[src/rtl/branch_hazard_sched_if.sv]
// D-stage / comparator signal bundle for branch_hazard_sched.
// Optional BRANCH_SCHED_STATS_EN adds the stall/resolve/taken counters.
interface branch_hazard_sched_if #(
   parameter int TNEW_W = 2
);
   logic              D_valid;
   logic              D_is_branch;
   logic [2:0]        D_CMPOp;
   logic [4:0]        D_rs;
   logic [4:0]        D_rt;
   logic              D_wr_en;
   logic [4:0]        D_wr_addr;
   logic [TNEW_W-1:0] D_tnew;
   logic              b_result;
   logic              cmp_en;
   logic [2:0]        CMPOp;
   logic              D_stall;
   logic              npc_branch;
   logic              br_taken_q;
   logic              wait_state;
`ifdef BRANCH_SCHED_STATS_EN
   logic [31:0]       stall_cycles;
   logic [31:0]       br_resolved;
   logic [31:0]       br_taken;

   modport master (
      output D_valid, D_is_branch, D_CMPOp, D_rs, D_rt, D_wr_en, D_wr_addr, D_tnew, b_result,
      input  cmp_en, CMPOp, D_stall, npc_branch, br_taken_q, wait_state,
      input  stall_cycles, br_resolved, br_taken
   );
   modport slave (
      input  D_valid, D_is_branch, D_CMPOp, D_rs, D_rt, D_wr_en, D_wr_addr, D_tnew, b_result,
      output cmp_en, CMPOp, D_stall, npc_branch, br_taken_q, wait_state,
      output stall_cycles, br_resolved, br_taken
   );
`else
   modport master (
      output D_valid, D_is_branch, D_CMPOp, D_rs, D_rt, D_wr_en, D_wr_addr, D_tnew, b_result,
      input  cmp_en, CMPOp, D_stall, npc_branch, br_taken_q, wait_state
   );
   modport slave (
      input  D_valid, D_is_branch, D_CMPOp, D_rs, D_rt, D_wr_en, D_wr_addr, D_tnew, b_result,
      output cmp_en, CMPOp, D_stall, npc_branch, br_taken_q, wait_state
   );
`endif
endinterface

[src/rtl/branch_hazard_sched.sv]
// D-stage branch scheduler: per-GPR result countdown, branch stall and comparator enable.
// Optional BRANCH_SCHED_STATS_EN adds free-running statistics counters.
module branch_hazard_sched #(
   parameter int NREG   = 32,
   parameter int TNEW_W = 2
) (
   input logic                clk,
   input logic                reset,
   branch_hazard_sched_if.slave bus
);
   typedef enum logic [0:0] {IDLE = 1'b0, WAIT = 1'b1} state_t;

   localparam logic [TNEW_W-1:0] ZERO = {TNEW_W{1'b0}};
   localparam logic [TNEW_W-1:0] ONE  = TNEW_W'(1'b1);

   logic [TNEW_W-1:0] cnt_r [NREG];
   state_t            state_r;
   state_t            next_state_s;
   logic              rs_busy_s;
   logic              rt_busy_s;
   logic              br_rdy_s;
   logic              stall_s;
   logic              cmp_en_s;
   logic [2:0]        cmpop_s;
   logic              npc_s;
   logic              issue_s;
   logic              br_taken_q_r;

   // Operand readiness, stall and comparator controls from pre-update counters.
   always_comb begin
      rs_busy_s = (bus.D_rs != 5'd0) && (cnt_r[bus.D_rs] != ZERO);
      rt_busy_s = (bus.D_rt != 5'd0) && (cnt_r[bus.D_rt] != ZERO);
      br_rdy_s  = !rs_busy_s && !rt_busy_s;
      stall_s   = bus.D_valid && bus.D_is_branch && !br_rdy_s;
      cmp_en_s  = bus.D_valid && bus.D_is_branch && br_rdy_s;
      if (cmp_en_s) begin
         cmpop_s = bus.D_CMPOp;
      end else begin
         cmpop_s = 3'b000;
      end
      npc_s   = cmp_en_s && bus.b_result;
      issue_s = bus.D_valid && !stall_s && bus.D_wr_en && (bus.D_wr_addr != 5'd0);
   end

   // Scoreboard: a new issue overrides the decrement of its own entry; entry 0 stays zero.
   always_ff @(posedge clk or posedge reset) begin
      if (reset) begin
         for (int r = 0; r < NREG; r++) begin
            cnt_r[r] <= ZERO;
         end
      end else begin
         for (int r = 0; r < NREG; r++) begin
            if (r == 0) begin
               cnt_r[r] <= ZERO;
            end else if (issue_s && (bus.D_wr_addr == 5'(r))) begin
               cnt_r[r] <= bus.D_tnew;
            end else if (cnt_r[r] != ZERO) begin
               cnt_r[r] <= cnt_r[r] - ONE;
            end else begin
               cnt_r[r] <= ZERO;
            end
         end
      end
   end

   // State register and registered taken flag.
   always_ff @(posedge clk or posedge reset) begin
      if (reset) begin
         state_r      <= IDLE;
         br_taken_q_r <= 1'b0;
      end else begin
         state_r      <= next_state_s;
         br_taken_q_r <= npc_s;
      end
   end

   // Next-state: WAIT tracks the stall; a dropped D_valid also returns to IDLE.
   always_comb begin
      next_state_s = state_r;
      case (state_r)
         IDLE: begin
            if (stall_s) next_state_s = WAIT;
            else         next_state_s = IDLE;
         end
         WAIT: begin
            if (stall_s) next_state_s = WAIT;
            else         next_state_s = IDLE;
         end
         default: next_state_s = IDLE;
      endcase
   end

   assign bus.cmp_en     = cmp_en_s;
   assign bus.CMPOp      = cmpop_s;
   assign bus.D_stall    = stall_s;
   assign bus.npc_branch = npc_s;
   assign bus.br_taken_q = br_taken_q_r;
   assign bus.wait_state = (state_r == WAIT);

`ifdef BRANCH_SCHED_STATS_EN
   logic [31:0] stall_cycles_r;
   logic [31:0] br_resolved_r;
   logic [31:0] br_taken_r;

   // Independent wrapping event counters.
   always_ff @(posedge clk or posedge reset) begin
      if (reset) begin
         stall_cycles_r <= 32'd0;
         br_resolved_r  <= 32'd0;
         br_taken_r     <= 32'd0;
      end else begin
         stall_cycles_r <= stall_cycles_r + {31'd0, stall_s};
         br_resolved_r  <= br_resolved_r + {31'd0, cmp_en_s};
         br_taken_r     <= br_taken_r + {31'd0, npc_s};
      end
   end

   assign bus.stall_cycles = stall_cycles_r;
   assign bus.br_resolved  = br_resolved_r;
   assign bus.br_taken     = br_taken_r;
`endif
endmodule

[src/flat_wrapper.sv]
// flat-port wrapper written by rule: the top's interface ports become plain ports
module branch_hazard_sched_flat 
#(
   parameter int NREG   = 32,
   parameter int TNEW_W = 2
)
  (clk, reset, bus_D_valid, bus_D_is_branch, bus_D_CMPOp, bus_D_rs, bus_D_rt, bus_D_wr_en, bus_D_wr_addr, bus_D_tnew, bus_b_result, bus_cmp_en, bus_CMPOp, bus_D_stall, bus_npc_branch, bus_br_taken_q, bus_wait_state);
  branch_hazard_sched_if #(.TNEW_W(TNEW_W)) bus_i ();
  input logic clk;
  input logic reset;
  input wire logic [$bits(bus_i.D_valid)-1:0] bus_D_valid;
  input wire logic [$bits(bus_i.D_is_branch)-1:0] bus_D_is_branch;
  input wire logic [$bits(bus_i.D_CMPOp)-1:0] bus_D_CMPOp;
  input wire logic [$bits(bus_i.D_rs)-1:0] bus_D_rs;
  input wire logic [$bits(bus_i.D_rt)-1:0] bus_D_rt;
  input wire logic [$bits(bus_i.D_wr_en)-1:0] bus_D_wr_en;
  input wire logic [$bits(bus_i.D_wr_addr)-1:0] bus_D_wr_addr;
  input wire logic [$bits(bus_i.D_tnew)-1:0] bus_D_tnew;
  input wire logic [$bits(bus_i.b_result)-1:0] bus_b_result;
  output wire logic [$bits(bus_i.cmp_en)-1:0] bus_cmp_en;
  output wire logic [$bits(bus_i.CMPOp)-1:0] bus_CMPOp;
  output wire logic [$bits(bus_i.D_stall)-1:0] bus_D_stall;
  output wire logic [$bits(bus_i.npc_branch)-1:0] bus_npc_branch;
  output wire logic [$bits(bus_i.br_taken_q)-1:0] bus_br_taken_q;
  output wire logic [$bits(bus_i.wait_state)-1:0] bus_wait_state;
  assign bus_i.D_valid = bus_D_valid;
  assign bus_i.D_is_branch = bus_D_is_branch;
  assign bus_i.D_CMPOp = bus_D_CMPOp;
  assign bus_i.D_rs = bus_D_rs;
  assign bus_i.D_rt = bus_D_rt;
  assign bus_i.D_wr_en = bus_D_wr_en;
  assign bus_i.D_wr_addr = bus_D_wr_addr;
  assign bus_i.D_tnew = bus_D_tnew;
  assign bus_i.b_result = bus_b_result;
  assign bus_cmp_en = bus_i.cmp_en;
  assign bus_CMPOp = bus_i.CMPOp;
  assign bus_D_stall = bus_i.D_stall;
  assign bus_npc_branch = bus_i.npc_branch;
  assign bus_br_taken_q = bus_i.br_taken_q;
  assign bus_wait_state = bus_i.wait_state;
  branch_hazard_sched #(.NREG(NREG), .TNEW_W(TNEW_W)) u_core (.clk(clk), .reset(reset), .bus(bus_i));
endmodule
[config.mk]
export PLATFORM = sky130hd
export DESIGN_NAME = branch_hazard_sched_flat
export DESIGN_NICKNAME = d
export VERILOG_FILES = /design/src/rtl/branch_hazard_sched_if.sv /design/src/rtl/branch_hazard_sched.sv /design/src/flat_wrapper.sv
export SDC_FILE = /design/constraint.sdc
export NUM_CORES = 1
export LEC_CHECK = 0
export ABC_AREA = 1
export CAP_MARGIN = 20
export CORE_MARGIN = 1
export CORE_UTILIZATION = 29
export DETAILED_ROUTE_END_ITERATION = 10
export DONT_BUFFER_PORTS = 1
export PLACE_DENSITY_LB_ADDON = 0.25
export SYNTH_ARGS = -nofsm -noshare
export SYNTH_HDL_FRONTEND = slang
export SYNTH_SLANG_ARGS = --single-unit
[constraint.sdc]
create_clock -name clk -period 1.7 [get_ports clk]
set_input_delay 0.255 -clock clk [delete_from_list [all_inputs] [get_ports clk]]
set_output_delay 0.255 -clock clk [all_outputs]
set_load 0.02 [all_outputs]
==> results.cfg, run 1 <==
[synthesis]
synth_edf_count = 0
yosysTopAreaCellShare = 0.367
ys_seq_elements = 64
syn_nets = 712
syn-mean-instance-area_um2 = 6.36
ys_types = 22
netlist_area_um2 = 4360
synth_area_leaders = dfrtp_1 (37%), nand2_1 (18%), nand3_1 (9.2%)
ys.flop_type = dfrtp_1
synth_area_leader_cell = dfrtp_1
ys_async_sr_fraction = 1.00
yosys_warnings = 0
yosysSeqAreaShare = 0.367
syn_inst = 686

[finish]
fin_area_um2 = 6170
area_growth_pct = 41.3
fillers = 1453
fin_cells = 942
final_util = 0.423
nets = 780
antenna_cells = 0
drive_above_1_share = 0.259

[placement]
dp.cells = 904
dpl.hpwl_mm = 9.54
post-place-ws_ps = -230
io_buffer_count = 0
dpl_cell_area_um2 = 4920
gp_congestion = 0.901

[clock_tree]
cts-root-buf = clkbuf_16
ctsHtreeMaxLevel = 3
clkLatencyLatePin_ps = 350
path_clk_slew_ps = 60
clkSinkCount = 64
cts_buffer_depth = 2
cts_tree = done
cts-buffers-inserted = 9

[grt]
grt_max_degree = 65
grt_pass1_vias = 4537
grtUsageTotal = 0.200
gr-total-overflow = 0
grt_pass1_wl_mm = 24.0
antenna_found_initial = 0

[power_and_ir_drop]
p_leak_uw = 0.00322
power.density_nw_per_um2 = 678
ir_drop_mv = 0.515

[timing]
final_hold_viol_count = 0
tightest_slew_ps = 813
maxClockFrequency_ghz = 0.473
setup_slack_ps = -413
post-route-period-util = 1.24
setup_viol = 68
slew_headroom = 0.458
drv_slew = 0
rsz0062_at_grt = true
finalClockSkew_ps = 8.44
period_minus_slack_ps = 2110
final.setup.tns_ps = -19650

[routing]
wl_per_cell_um = 16.1
vias = 4735
firstDrtPassIters = 5
first_iter_violations = 386
ant_nets = 0
routed_via_density = 5.03
drc_errors = 0
wl_mm = 15.1

[run_status]
status = finished with violations
violations = negative setup slack

[floorplan]
start_util = 0.299
rows = 44
fp.coreArea_um2 = 14600
die_w_um = 125
io-pin-count = 34
die_h_um = 125
die_area_um2 = 15500

[worst_setup_path]
worstPathRequired_ps = 1440
cp-start-kind = register
arrival_ps = 1860
end_kind = output port
cp_max_fo = 5
crit_type = register to output port

[job]
cap_violations = 0

[worst_hold_path]
hp-class = input pin to register
==> cell type report <==
type,count,area (µm²),area share
clock buffer,12,256,0.0416
multi-input combinational,490,2660,0.432
timing repair buffer,89,967,0.157
sequential,64,1600,0.260
clock inverter,3,65.1,0.0105
tap,184,230,0.0373
inverter,100,385,0.0625
==> layer usage <==
metal,part of all wire,vias up,GRT usage
met5,0,-,0
met2,0.46,141,0.308
met1,0.43,2218,0.262
met4,0.030,0,0.0893
li1,-,2340,-
met3,0.075,36,0.0537
==> synthesized netlist by cell type, types with 2 or more instances <==
cell type    n
nand2_1    207
inv_2        3
nor3_1      12
clkbuf_1     8
dfrtp_1     64
nand2_2      2
nor2_4       2
o21ai_0     19
nand3_1     80
inv_1       97
nor2_1      93
o211ai_1     2
nand4_1     63
a21oi_1      5
buf_1       10
o21ai_1      3
buf_6        7
buf_4        5
==> sequential cells by signal (all words and copies together) (netlist names) <==
register / count
u_core.cnt_r: 62
u_core.bus.wait_state: 1
u_core.bus.br_taken_q: 1
==> what timing repair did <==
item / CTS / global route
setup buffers: 13 / 5
pin swaps: 44 / 52
cloned: 10 / 2
hold endpoints to repair: 64 / 0
gates resized for setup: 74 / 78
hold buffers: 1 / 0
setup endpoints to repair: 69 / 70
==> layout by cell type (no fill, tap or decap), types with 16 or more instances in the layout <==
master,n
nand4_1,63
nand3_1,44
dfrtp_1,64
nand3_4,24
nor2_1,87
nand2_1,170
o21ai_0,16
inv_1,90
buf_4,61
nand2_2,39
==> per-stage QoR <==
step           hold slack [ps]  total power [µW]
6_report                  49.6              4180
5_1_grt                   51.7              4330
4_1_cts                   52.4              4190
3_5_place_dp               255              1930
3_3_place_gp               253              1930
2_1_floorplan              386              1870
==> worst max-delay path: stages (launching register included) <==
cell,delay (ps)
dfrtp_1,380
nor2_2,150
nor2_1,70
nor2_1,90
nand3_1,120
nand3_1,110
nand3_1,90
nand2_2,120
nand3_4,130
nor2_1,110
buf_4,150
==> power by group <==
| part | switching (µW) | internal [µW] | total (µW) |
|---|---|---|---|
| sequential | 8.85 | 1530 | 1540 |
| clock | 698 | 1350 | 2050 |
| combinational | 352 | 239 | 591 |
| total | 1060 | 3120 | 4180 |
==> final timing paths <==
path / endpoint / start / depth (start not counted) / slack (ps)
worst max-delay path: bus_CMPOp[0] / u_core.cnt_r[4] / 10 / -410
worst min-delay path: u_core.cnt_r[19] / bus_D_tnew[1] / 2 / 50
worst max register to register: u_core.cnt_r[44] / u_core.cnt_r[4] / 15 / -360
worst min register to register: u_core.cnt_r[43] / u_core.cnt_r[43] / 4 / 550
max in group asynchronous: u_core.cnt_r[1] / reset / 3 / 920
min in group asynchronous: u_core.cnt_r[18] / reset / 3 / 480
==> logic make-up (layout without fill, tap and decap cells) <==
logic type / after synthesis / count (layout) / share of synthesized area
and+or+nand+nor: 461 / 461 / 0.466
buffers and inverters: 132 / 204 / 0.133
DFF: 64 / 64 / 0.367
AOI/OAI and AO/OA: 29 / 29 / 0.0344
(Power assumes the default switching activity.)
==> run 2: changes to the inputs <==
RECOVER_POWER = 25   (was not set)
==> run 2 against run 1 <==
The flow still finishes with violations (negative setup slack). Via count up 0.68%. Global-route usage stayed put. Register-to-register slack barely moved. Combinational power barely moved. Critical path type unchanged.
==> results.cfg, run 2 (same netlist as run 1, synthesis figures left out) <==
[timing]
rsz0062_at_grt = true
setup_viol = 68
period_minus_slack_ps = 2100
post-route-period-util = 1.23
maxClockFrequency_ghz = 0.477
finalClockSkew_ps = 9.14
tightest_slew_ps = 914
final_hold_viol_count = 0
setup_slack_ps = -397
drv_slew = 0
slew_headroom = 0.391

[floorplan]
fp.coreArea_um2 = 14600
die_h_um = 125
die_area_um2 = 15500
die_w_um = 125
rows = 44
start_util = 0.299
io-pin-count = 34

[finish]
drive_above_1_share = 0.259
final_common_cell = nand2_1
largest_register_ffs = 62
multi_input_area_um2 = 2660
final_cell_mix = nand2_1 (170), inv_1 (90), nor2_1 (87), dfrtp_1 (64), nand4_1 (63)
regArea_um2 = 1600
regMostFlops = u_core.cnt_r
nets = 780
fillers = 1455
area_growth_pct = 41.0
fin_cells = 942
antenna_cells = 0

[clock_tree]
clkLatencyLatePin_ps = 350
clkSinkCount = 64
cts-buffers-inserted = 9
cts-root-buf = clkbuf_16
path_clk_slew_ps = 60
cts_buffer_depth = 2
cts_tree = done
ctsHtreeMaxLevel = 3

[power_and_ir_drop]
p_leak_uw = 0.00322
design_power_total_uw = 4180
ir_drop_mv = 0.512
power.density_nw_per_um2 = 679

[job]
cap_violations = 0

[grt]
grt_max_degree = 65
grt_pass1_vias = 4537
antenna_found_initial = 0
grt_pass1_wl_mm = 24.0
gr-total-overflow = 0
grtUsageTotal = 0.200

[placement]
io_buffer_count = 0
dpl.hpwl_mm = 9.54
post-place-ws_ps = -230
dp.cells = 904
gp_congestion = 0.901

[routing]
firstDrtPassIters = 5
first_iter_violations = 386
wl_mm = 15.2
wl_per_cell_um = 16.2
vias = 4767
routed_via_density = 5.06
ant_nets = 0
drc_errors = 0

[run_status]
status = finished with violations
violations = negative setup slack

[worst_setup_path]
reg2reg_from = u_core.cnt_r[36]
ff2ff_setup_slack_ps = -350
worstPathRequired_ps = 1440
cp_max_fo = 5
timing.critical_path.from = u_core.cnt_r[50]
crit_type = register to output port
arrival_ps = 1840
end_kind = output port
cp-start-kind = register

[worst_hold_path]
hp-class = input pin to register
min-delay-start = bus_D_tnew[1]
==> run 2: repair_timing <==
action                                  CTS  global route
resized for setup                        74            78
hold buffers                              1             0
buffers inserted                         13             5
gates cloned                             10             2
endpoints found under the setup margin   69            70
endpoints found under the hold margin    64             0
pin swaps                                44            52
==> run 2: layout make-up <==
class | instances | area share
repair buffers | 89 | 0.155
multi-input cells | 490 | 0.432
clock buffers | 12 | 0.0417
well taps | 184 | 0.0374
inverters | 100 | 0.0626
flip-flops and latches | 64 | 0.260
clock inverters | 3 | 0.0106
==> run 2: worst paths after layout <==
path,end,depth (start not counted)
setup / recovery,bus_CMPOp[0],12
hold / removal,u_core.cnt_r[19],2
hold reg to reg,u_core.cnt_r[43],4
setup reg to reg,u_core.cnt_r[44],14
max in group asynchronous,u_core.cnt_r[0],3
min in group asynchronous,u_core.cnt_r[21],3
==> run 2: where the power goes <==
group / internal (µW) / leakage [µW] / switching [µW] / total [µW]
registers: 1530 / 0.000893 / 8.87 / 1540
clock network: 1350 / 0.000159 / 695 / 2050
logic: 236 / 0.00217 / 353 / 589
total: 3120 / 0.00322 / 1060 / 4180
==> run 2: metrics by stage <==
step / setup TNS [ps] / area (µm²) / util / hold slack, ps
4_1_cts: -17170 / 5940 / 0.407 / 52.4
3_3_place_gp: -13120 / 4920 / 0.337 / 253
6_report: -18850 / 6150 / 0.422 / 50.0
5_1_grt: -28310 / 6150 / 0.422 / 51.7
2_1_floorplan: -70.3 / 4370 / - / 386
3_5_place_dp: -12780 / 4920 / 0.337 / 255
==> run 2: worst max-delay path, stage by stage, from the launching register on <==
cell and delay (ps):
dfrtp_1 420, nor2_1 140, nand2_1 60, nand3_1 80, nand2_1 80, nand2_1 60
nand2_1 40, nand2_1 60, nand3_2 60, nand2_2 100, nand3_4 130, nor2_1 110
buf_4 150
==> run 2: layer usage <==
metal / vias to the layer above / global-route usage / wire length, µm / part of all wire
met3: 35 / 0.0537 / 1120 / 0.074
met1: 2245 / 0.262 / 6590 / 0.43
met2: 149 / 0.308 / 7040 / 0.46
met4: 0 / 0.0893 / 475 / 0.031
li1: 2338 / - / - / -
met5: - / 0 / 0 / 0
